File: src/rtl/sequence_generator_1011.sv
// rtl/sequence_generator_1011.sv - MSB-first serial word transmitter with built-in overlapping Moore 1011 golden detector
module sequence_generator_1011 #(
  parameter int                     DATA_WIDTH    = 16,
  parameter int                     PATTERN_WIDTH = 4,
  parameter logic [PATTERN_WIDTH-1:0] PATTERN     = 4'b1011,
  parameter int                     COUNT_WIDTH   = 8
) (
  input  logic                   clock,
  input  logic                   reset,
  input  logic                   load_valid,
  output logic                   load_ready,
  input  logic [DATA_WIDTH-1:0]  load_data,
  input  logic                   clear_count,
  output logic                   sequence_out,
  output logic                   sequence_valid,
  output logic                   done,
  output logic                   expected_detect,
  output logic [COUNT_WIDTH-1:0] pattern_count
);

  localparam int CW = $clog2(DATA_WIDTH);
  localparam int FW = $clog2(PATTERN_WIDTH + 1);

  typedef enum logic {IDLE, SHIFT} state_t;

  state_t                   state;
  logic [DATA_WIDTH-1:0]    shreg;
  logic [CW-1:0]            bit_cnt;
  logic [PATTERN_WIDTH-1:0] hist;
  logic [FW-1:0]            fill;

  // bit_cnt indexes the bit currently on the line; load_ready is pre-computed for the next cycle
  always_ff @(posedge clock) begin
    if (reset) begin
      state          <= IDLE;
      shreg          <= '0;
      bit_cnt        <= '0;
      sequence_out   <= 1'b0;
      sequence_valid <= 1'b0;
      done           <= 1'b0;
      load_ready     <= 1'b1;
    end else begin
      done <= 1'b0;
      if (load_valid && load_ready) begin
        state          <= SHIFT;
        shreg          <= load_data;
        bit_cnt        <= CW'(DATA_WIDTH - 1);
        sequence_out   <= load_data[DATA_WIDTH-1];
        sequence_valid <= 1'b1;
        load_ready     <= 1'b0;
      end else if (state == SHIFT && bit_cnt != '0) begin
        bit_cnt      <= bit_cnt - CW'(1);
        sequence_out <= shreg[bit_cnt - CW'(1)];
        done         <= (bit_cnt == CW'(1));
        load_ready   <= (bit_cnt == CW'(1));
      end else begin
        state          <= IDLE;
        sequence_out   <= 1'b0;
        sequence_valid <= 1'b0;
        load_ready     <= 1'b1;
      end
    end
  end

  // Golden model watches the physical line, idle zeros included
  always_ff @(posedge clock) begin
    if (reset) begin
      hist          <= '0;
      fill          <= '0;
      pattern_count <= '0;
    end else begin
      hist <= (hist << 1) | PATTERN_WIDTH'(sequence_out);
      if (fill != FW'(PATTERN_WIDTH))
        fill <= fill + FW'(1);
      if (clear_count)
        pattern_count <= '0;
      else if (expected_detect && pattern_count != '1)
        pattern_count <= pattern_count + COUNT_WIDTH'(1);
    end
  end

  assign expected_detect = (fill == FW'(PATTERN_WIDTH)) && (hist == PATTERN);

endmodule

File: config.mk
export PLATFORM = sky130hd
export DESIGN_NAME = sequence_generator_1011
export DESIGN_NICKNAME = d
export VERILOG_FILES = /design/src/rtl/sequence_generator_1011.sv
export SDC_FILE = /design/constraint.sdc
export NUM_CORES = 1
export LEC_CHECK = 0
export BUFFER_PORTS_ARGS = -buffer_cell sky130_fd_sc_hd__buf_4
export CORE_MARGIN = 3
export CORE_UTILIZATION = 58
export CTS_BUF_LIST = sky130_fd_sc_hd__clkbuf_16
export DETAILED_ROUTE_END_ITERATION = 6
export PLACE_DENSITY_LB_ADDON = 0.08
export REMOVE_ABC_BUFFERS = 1
export SLEW_MARGIN = 20
export SYNTH_ARGS = -nofsm -noshare
export SYNTH_HDL_FRONTEND = slang
export SYNTH_SLANG_ARGS = --single-unit
export TNS_END_PERCENT = 5
File: constraint.sdc
create_clock -name clock -period 5.8 [get_ports clock]
set_input_delay 1.16 -clock clock [delete_from_list [all_inputs] [get_ports clock]]
set_output_delay 1.16 -clock clock [all_outputs]
set_load 0.05 [all_outputs]
==> results of run 1 <==
## per-layer routing
layer	global-route usage (%)	part of all wire (%)	up-vias
met5	0	0	-
met4	9.18	2.0	0
li1	-	-	719
met2	36.7	51	43
met3	7.99	5.8	7
met1	25.4	41	672
## cell usage in the layout (no fill, tap or decap), drive strengths merged, types with 2 or more instances in the layout
cell type  synthesis  layout
o21ai              3       3
dfxtp             39      39
or2                2       2
nand3              6       6
o31ai              3       3
inv                6       7
a21oi             27      27
ha                 5       5
nand2             45      45
buf                1      32
nor2b              4       4
a31oi              2       2
nor3               2       2
a211o              2       2
or4                3       3
nor2               7       7
or3                2       2
mux4               4       4
and3               2       2
clkbuf             8       5
xnor2              3       3
xor2               3       3
## stage by stage
step / power [mW] / cells / utilization [%] / area (um2) / worst slack [ns]
after floorplan: 0.370 / 182 / - / 1660 / 3.29
after global placement: 0.398 / 244 / 74.0 / 1930 / 3.28
after detailed placement: 0.403 / 244 / 74.0 / 1930 / 3.26
after CTS: 0.658 / 252 / 79.4 / 2070 / 3.22
after global routing: 0.686 / 252 / 79.4 / 2070 / 3.19
final: 0.654 / 252 / 79.4 / 2070 / 3.24
## sequential cells by signal, indices dropped and copies added, names as in the netlist
name / flops
shreg: 16
load_ready: 1
done: 1
sequence_out: 1
fill: 3
bit_cnt: 4
state: 1
hist: 4
pattern_count: 8
## final cells by class
type                    count  area [um2]  share of cell area, %
multi-input cells         137         852                   41.1
flip-flops and latches     39         781                   37.6
repair buffers             32         240                   11.6
clock buffers               5         125                   6.03
well taps                  30        37.5                   1.81
inverters                   6        22.5                   1.09
clock inverters             3        16.3                  0.784
## critical path: stages, from the launching register on
cell,delay [ns]
dfxtp_1,0.39
inv_1,0.07
ha_1,0.22
nand2_1,0.18
nor2_1,0.07
buf_4,0.19
## cell families after synthesis
| family | Yosys count | share of synthesized area [%] |
|---|---|---|
| simple gates | 80 | 23.0 |
| buf+inv | 15 | 3.55 |
| fa+ha+maj | 5 | 3.70 |
| flops | 39 | 46.1 |
| mux | 6 | 6.58 |
| xor+xnor | 6 | 3.10 |
| compound gates | 40 | 14.0 |
## worst max path at each step
stage / endpoint / slack [ns] / cells after the start
floorplan: expected_detect / 3.29 / 4
global placement: sequence_out$_SDFF_PP0_ / 3.28 / 4
detailed placement: sequence_out$_SDFF_PP0_ / 3.26 / 4
CTS: expected_detect / 3.22 / 5
global route: expected_detect / 3.19 / 5
finish: expected_detect / 3.24 / 5
## power by group
| part | switching, mW | internal [mW] |
|---|---|---|
| clock network | 0.0992 | 0.156 |
| registers | 0.0150 | 0.285 |
| logic | 0.0533 | 0.0450 |
==> flow_metrics.tcl, run 1 <==
set metrics [dict create \
    slew_headroom_pct 53.2 \
    finalCriticalPeriod_ns 2.56 \
    skew_ns 0.00269 \
    synthToLayoutAreaGrowth_pct 22.5 \
    die_x_um 60.0 \
    grt_pass1_vias 1327 \
    reg2reg_from "bit_cnt[0]$_SDFFE_PP0P_" \
    ys_warn_count 0 \
    synth_cells 191 \
    setup_tns_ns 0 \
    setup_viol 0 \
    synth-main-ff-cell "dfxtp_1" \
    power.leakage_nw 0.824 \
    crit_fanout 5 \
    cts_buffers 5 \
    holdWs_ns 0.453 \
    max_freq_ghz 0.390 \
    worst-r2r-cell-count 6 \
    drtIter0Drc 71 \
    cts_max_path_buffers 2 \
    clkTransAtPathRegs_ns 0.05 \
    crit_required_ns 4.64 \
    antenna_found_initial 0 \
    netlist_area_mm2 0.00169 \
    synth_cell_type_count 38 \
    start_kind "flip-flop" \
    yosysSeqAreaShare_pct 46.1 \
    htree_num_levels 2 \
    ys_top_cells_by_area "dfxtp_1 46%, nand2_1 9.8%, a21oi_1 8.0%" \
    synth.most_common_cell "nand2_1" \
    synth_top_area_cell "dfxtp_1" \
    rsz0062_at_grt "false" \
    whs_endpoint "shreg[8]$_SDFFE_PP0P_" \
    viasPerCell 5.72 \
    synth-edff-count 0 \
    pin_count 33 \
    cp-startpoint "fill[0]$_SDFFE_PP0N_" \
    min_path_type "flip-flop to flip-flop" \
    worstMarginPinSlew_ns 0.698 \
    drv_slew 0 \
    wl_um 3480 \
    row_count 18 \
    r2r_slack_ns 3.61 \
    dieArea_mm2 0.00360 \
    cp-end-kind "output port" \
    hold_buffers 0 \
    crit_arrival_ns 1.40 \
    grt_usage_pct 22.1 \
    dp_hpwl_um 2330 \
    post_cts_resized 0 \
    peakVddDrop_v 0.000311 \
    via_count 1441 \
    max_cap_violations 0 \
    io_buffers 32 \
    gp_congestion 0.797 \
    overflow 0 \
    status "finished, final reports clean" \
    fp.dieH_um 60.0 \
    ys_seq_elements 39 \
    powerDensity_mw_per_mm2 315 \
    finalCritPeriodShare_pct 44.2 \
    antenna_cells 0 \
    clock_latency_ns 0.28 \
    cts_setup_buffers 0 \
    r2r_end "sequence_out$_SDFF_PP0_" \
    wl_per_cell_um 13.8 \
    start_util_pct 64.8 \
    cts_root_buf "clkbuf_16" \
    cts_sinks 39 \
    async_flop_share_pct 0 \
    drive_above_1_share_pct 24.3 \
    hold_violations 0 \
    ys_top_cells_by_count "44 x nand2_1, 39 x dfxtp_1, 27 x a21oi_1" \
    avgSynthCellArea_um2 8.86 \
    whs_path_depth 2 \
    fp.coreArea_mm2 0.00261 \
    drc 0 \
    final_antenna_net_count 0 \
    fill_cells 191 \
    critPathKind "flip-flop to output port" \
    synth_top_area_share_pct 46.1 \
    tritoncts "built" \
    min_from "shreg[8]$_SDFFE_PP0P_" \
    finalNetCount 246 \
    drtPass1Iterations 4 \
    grt_pass1_wl_um 5780 \
    grt_max_degree 34 \
]
No activity file was read; power rests on OpenSTA's default activity.
==> inputs of run 2 (changes only) <==
--- a/config.mk
+++ b/config.mk
@@ -7,7 +7,7 @@
 export LEC_CHECK = 0
 export BUFFER_PORTS_ARGS = -buffer_cell sky130_fd_sc_hd__buf_4
 export CORE_MARGIN = 3
-export CORE_UTILIZATION = 58
+export CORE_UTILIZATION = 48
 export CTS_BUF_LIST = sky130_fd_sc_hd__clkbuf_16
 export DETAILED_ROUTE_END_ITERATION = 6
 export PLACE_DENSITY_LB_ADDON = 0.08
==> constraint.sdc (replaced) <==
create_clock -name clock -period 2.2 [get_ports clock]
set_input_delay 0.44 -clock clock [delete_from_list [all_inputs] [get_ports clock]]
set_output_delay 0.44 -clock clock [all_outputs]
set_load 0.05 [all_outputs]
==> run 2 against run 1 <==
Effect of this change:
- global-route usage down 3.2 points
- first-iteration DRC count up 25%
- register-to-register slack worse by 3.3 ns
- critical path depth grew 1
- hold slack worse by 0.046 ns
- via count rose by 0.56%
- count of clock-buffer cells in the layout stayed put
- die area up 19%
- clock power grew to 2.6 times the previous value
- cell count grew 6.3%
- setup slack worse by 2.9 ns
- critical endpoint is now sequence_out$_SDFF_PP0_
- largest cell class unchanged
==> flow_metrics.tcl, run 2 (synthesis results as in run 1) <==
set metrics [dict create \
    finalCriticalPeriod_ns 1.86 \
    drtIter0Drc 89 \
    die_x_um 65.4 \
    fp.coreArea_mm2 0.00320 \
    grt_usage_pct 18.8 \
    skew_ns 0.00241 \
    cp-end-kind "flip-flop" \
    min_path_type "input port to flip-flop" \
    whs_endpoint "shreg[13]$_SDFFE_PP0P_" \
    max_cap_violations 0 \
    fill_cells 286 \
    power.leakage_nw 0.837 \
    row_count 20 \
    powerDensity_mw_per_mm2 820 \
    setup_tns_ns 0 \
    grt_max_degree 34 \
    wl_um 3530 \
    pin_count 33 \
    p_int_mw 1.29 \
    whs_path_depth 3 \
    crit_required_ns 2.39 \
    rsz0062_at_grt "false" \
    clkTransAtPathRegs_ns 0.05 \
    grt_pass1_wl_um 6100 \
    drc 0 \
    peakVddDrop_v 0.000482 \
    reg_top3 "shreg: 16 flops, pattern_count: 8 flops" \
    crit_chain "inv_1 -> ha_1 -> or3b_2 -> nand2_2 -> or4b_1 -> a311oi_1" \
    cts_root_buf "clkbuf_16" \
    status "finished, final reports clean" \
    start_kind "flip-flop" \
    drive_above_1_share_pct 25.4 \
    pwr-share-comb_pct 15.6 \
    hold_violations 0 \
    htree_num_levels 2 \
    antenna_cells 0 \
    cts_buffers 5 \
    worstMarginPinSlew_ns 0.662 \
    r2r_end "sequence_out$_SDFF_PP0_" \
    viasPerCell 5.41 \
    slew_headroom_pct 55.8 \
    gp_congestion 0.826 \
    crit_family "simple AND/OR/NAND/NOR gates" \
    overflow 0 \
    io_buffers 32 \
    hold_buffers 0 \
    crit_arrival_ns 2.05 \
    slowest_delay_ns 0.52 \
    post_cts_resized 0 \
    largest_reg_flops 16 \
    r2r_slack_ns 0.34 \
    wl_per_cell_um 13.2 \
    p_clk_share_pct 39.0 \
    finalCritPeriodShare_pct 84.5 \
    cts_setup_buffers 0 \
    min_from "load_data[13]" \
    worst-r2r-cell-count 6 \
    holdWs_ns 0.407 \
    drtPass1Iterations 4 \
    cts_max_path_buffers 2 \
    layout_commonest_cell "nand2_1" \
    crit_slowest_cell "or4b_1" \
    finalNetCount 248 \
    grt_pass1_vias 1440 \
    dp_hpwl_um 2560 \
    power.switching_mw 0.438 \
    drv_slew 0 \
    max_freq_ghz 0.538 \
    cts_sinks 39 \
    final_cell_mix "44 x nand2_1, 39 x dfxtp_1, 34 x buf_4" \
    clock_latency_ns 0.28 \
    dieArea_mm2 0.00428 \
    post_dp_cell_area_mm2 0.00197 \
    path_buf_inv 1 \
    reg2reg_from "bit_cnt[0]$_SDFFE_PP0P_" \
    fp.dieH_um 65.4 \
    antenna_found_initial 0 \
    final_antenna_net_count 0 \
    p_seq_share_pct 45.4 \
    critPathKind "flip-flop to flip-flop" \
    crit_fanout 7 \
    tritoncts "built" \
    setup_viol 0 \
    largest-register "shreg" \
    swShare_pct 25.4 \
    post-route-cell-area_mm2 0.00211 \
    synthToLayoutAreaGrowth_pct 24.4 \
    via_count 1449 \
    start_util_pct 52.9 \
]
-- run 2: cell count changes in the layout (fill, tap and decap cells not counted) --
cell        previous run  this run
clkinvlp_4             1         0
inv_1                  7         6
clkinv_2               1         3
buf_4                 32        34
-- run 2: worst reg2reg max path: stages (launching register included) --
cell	delay, ns
dfxtp_1	0.33
inv_1	0.07
ha_1	0.25
or3b_2	0.23
nand2_2	0.11
or4b_1	0.52
a311oi_1	0.26
-- run 2: metal layers --
metal  vias to the layer above  track usage, %  part of all wire [%]
met3                         9            5.30                   5.3
met1                       674            21.2                    44
li1                        727               -                     -
met5                         -               0                     0
met2                        39            32.7                    48
met4                         0            8.55                   2.3
-- run 2: worst max path at each step --
stage | from | to | slack, ns | cells past startpoint
detailed placement | bit_cnt[0]$_SDFFE_PP0P_ | sequence_out$_SDFF_PP0_ | 0.34 | 6
CTS | bit_cnt[0]$_SDFFE_PP0P_ | sequence_out$_SDFF_PP0_ | 0.33 | 6
finish | bit_cnt[0]$_SDFFE_PP0P_ | sequence_out$_SDFF_PP0_ | 0.34 | 6
global placement | pattern_count[0]$_SDFFE_PP0P_ | pattern_count[5]$_SDFFE_PP0P_ | 0.43 | 5
global route | bit_cnt[1]$_SDFFE_PP0P_ | sequence_out$_SDFF_PP0_ | 0.20 | 6
floorplan | pattern_count[0]$_SDFFE_PP0P_ | pattern_count[5]$_SDFFE_PP0P_ | 0.20 | 5
-- run 2: cell type report --
cell class / count / area [um2] / area share, %
multi-input cells: 137 / 852 / 40.5
flip-flops and latches: 39 / 781 / 37.1
repair buffers: 34 / 255 / 12.1
clock inverters: 3 / 15.0 / 0.713
inverters: 6 / 22.5 / 1.07
clock buffers: 5 / 125 / 5.94
well taps: 44 / 55.1 / 2.61
-- run 2: stage by stage --
step	utilization (%)	total power [mW]	cells	setup slack (ns)
after CTS	65.7	1.75	268	0.330
after floorplan	-	0.976	182	0.201
after detailed placement	61.4	1.07	260	0.341
after global placement	61.4	1.06	260	0.433
after global routing	65.7	1.82	268	0.204
final	65.7	1.73	268	0.340
-- run 2: power by group through the flow --
stage	combinational, mW	clock (mW)	sequential (mW)
finish	0.270	0.673	0.784
global route	0.302	0.733	0.790
CTS	0.271	0.697	0.785
detailed placement	0.270	0	0.799
floorplan	0.160	0	0.817
global placement	0.259	0	0.797
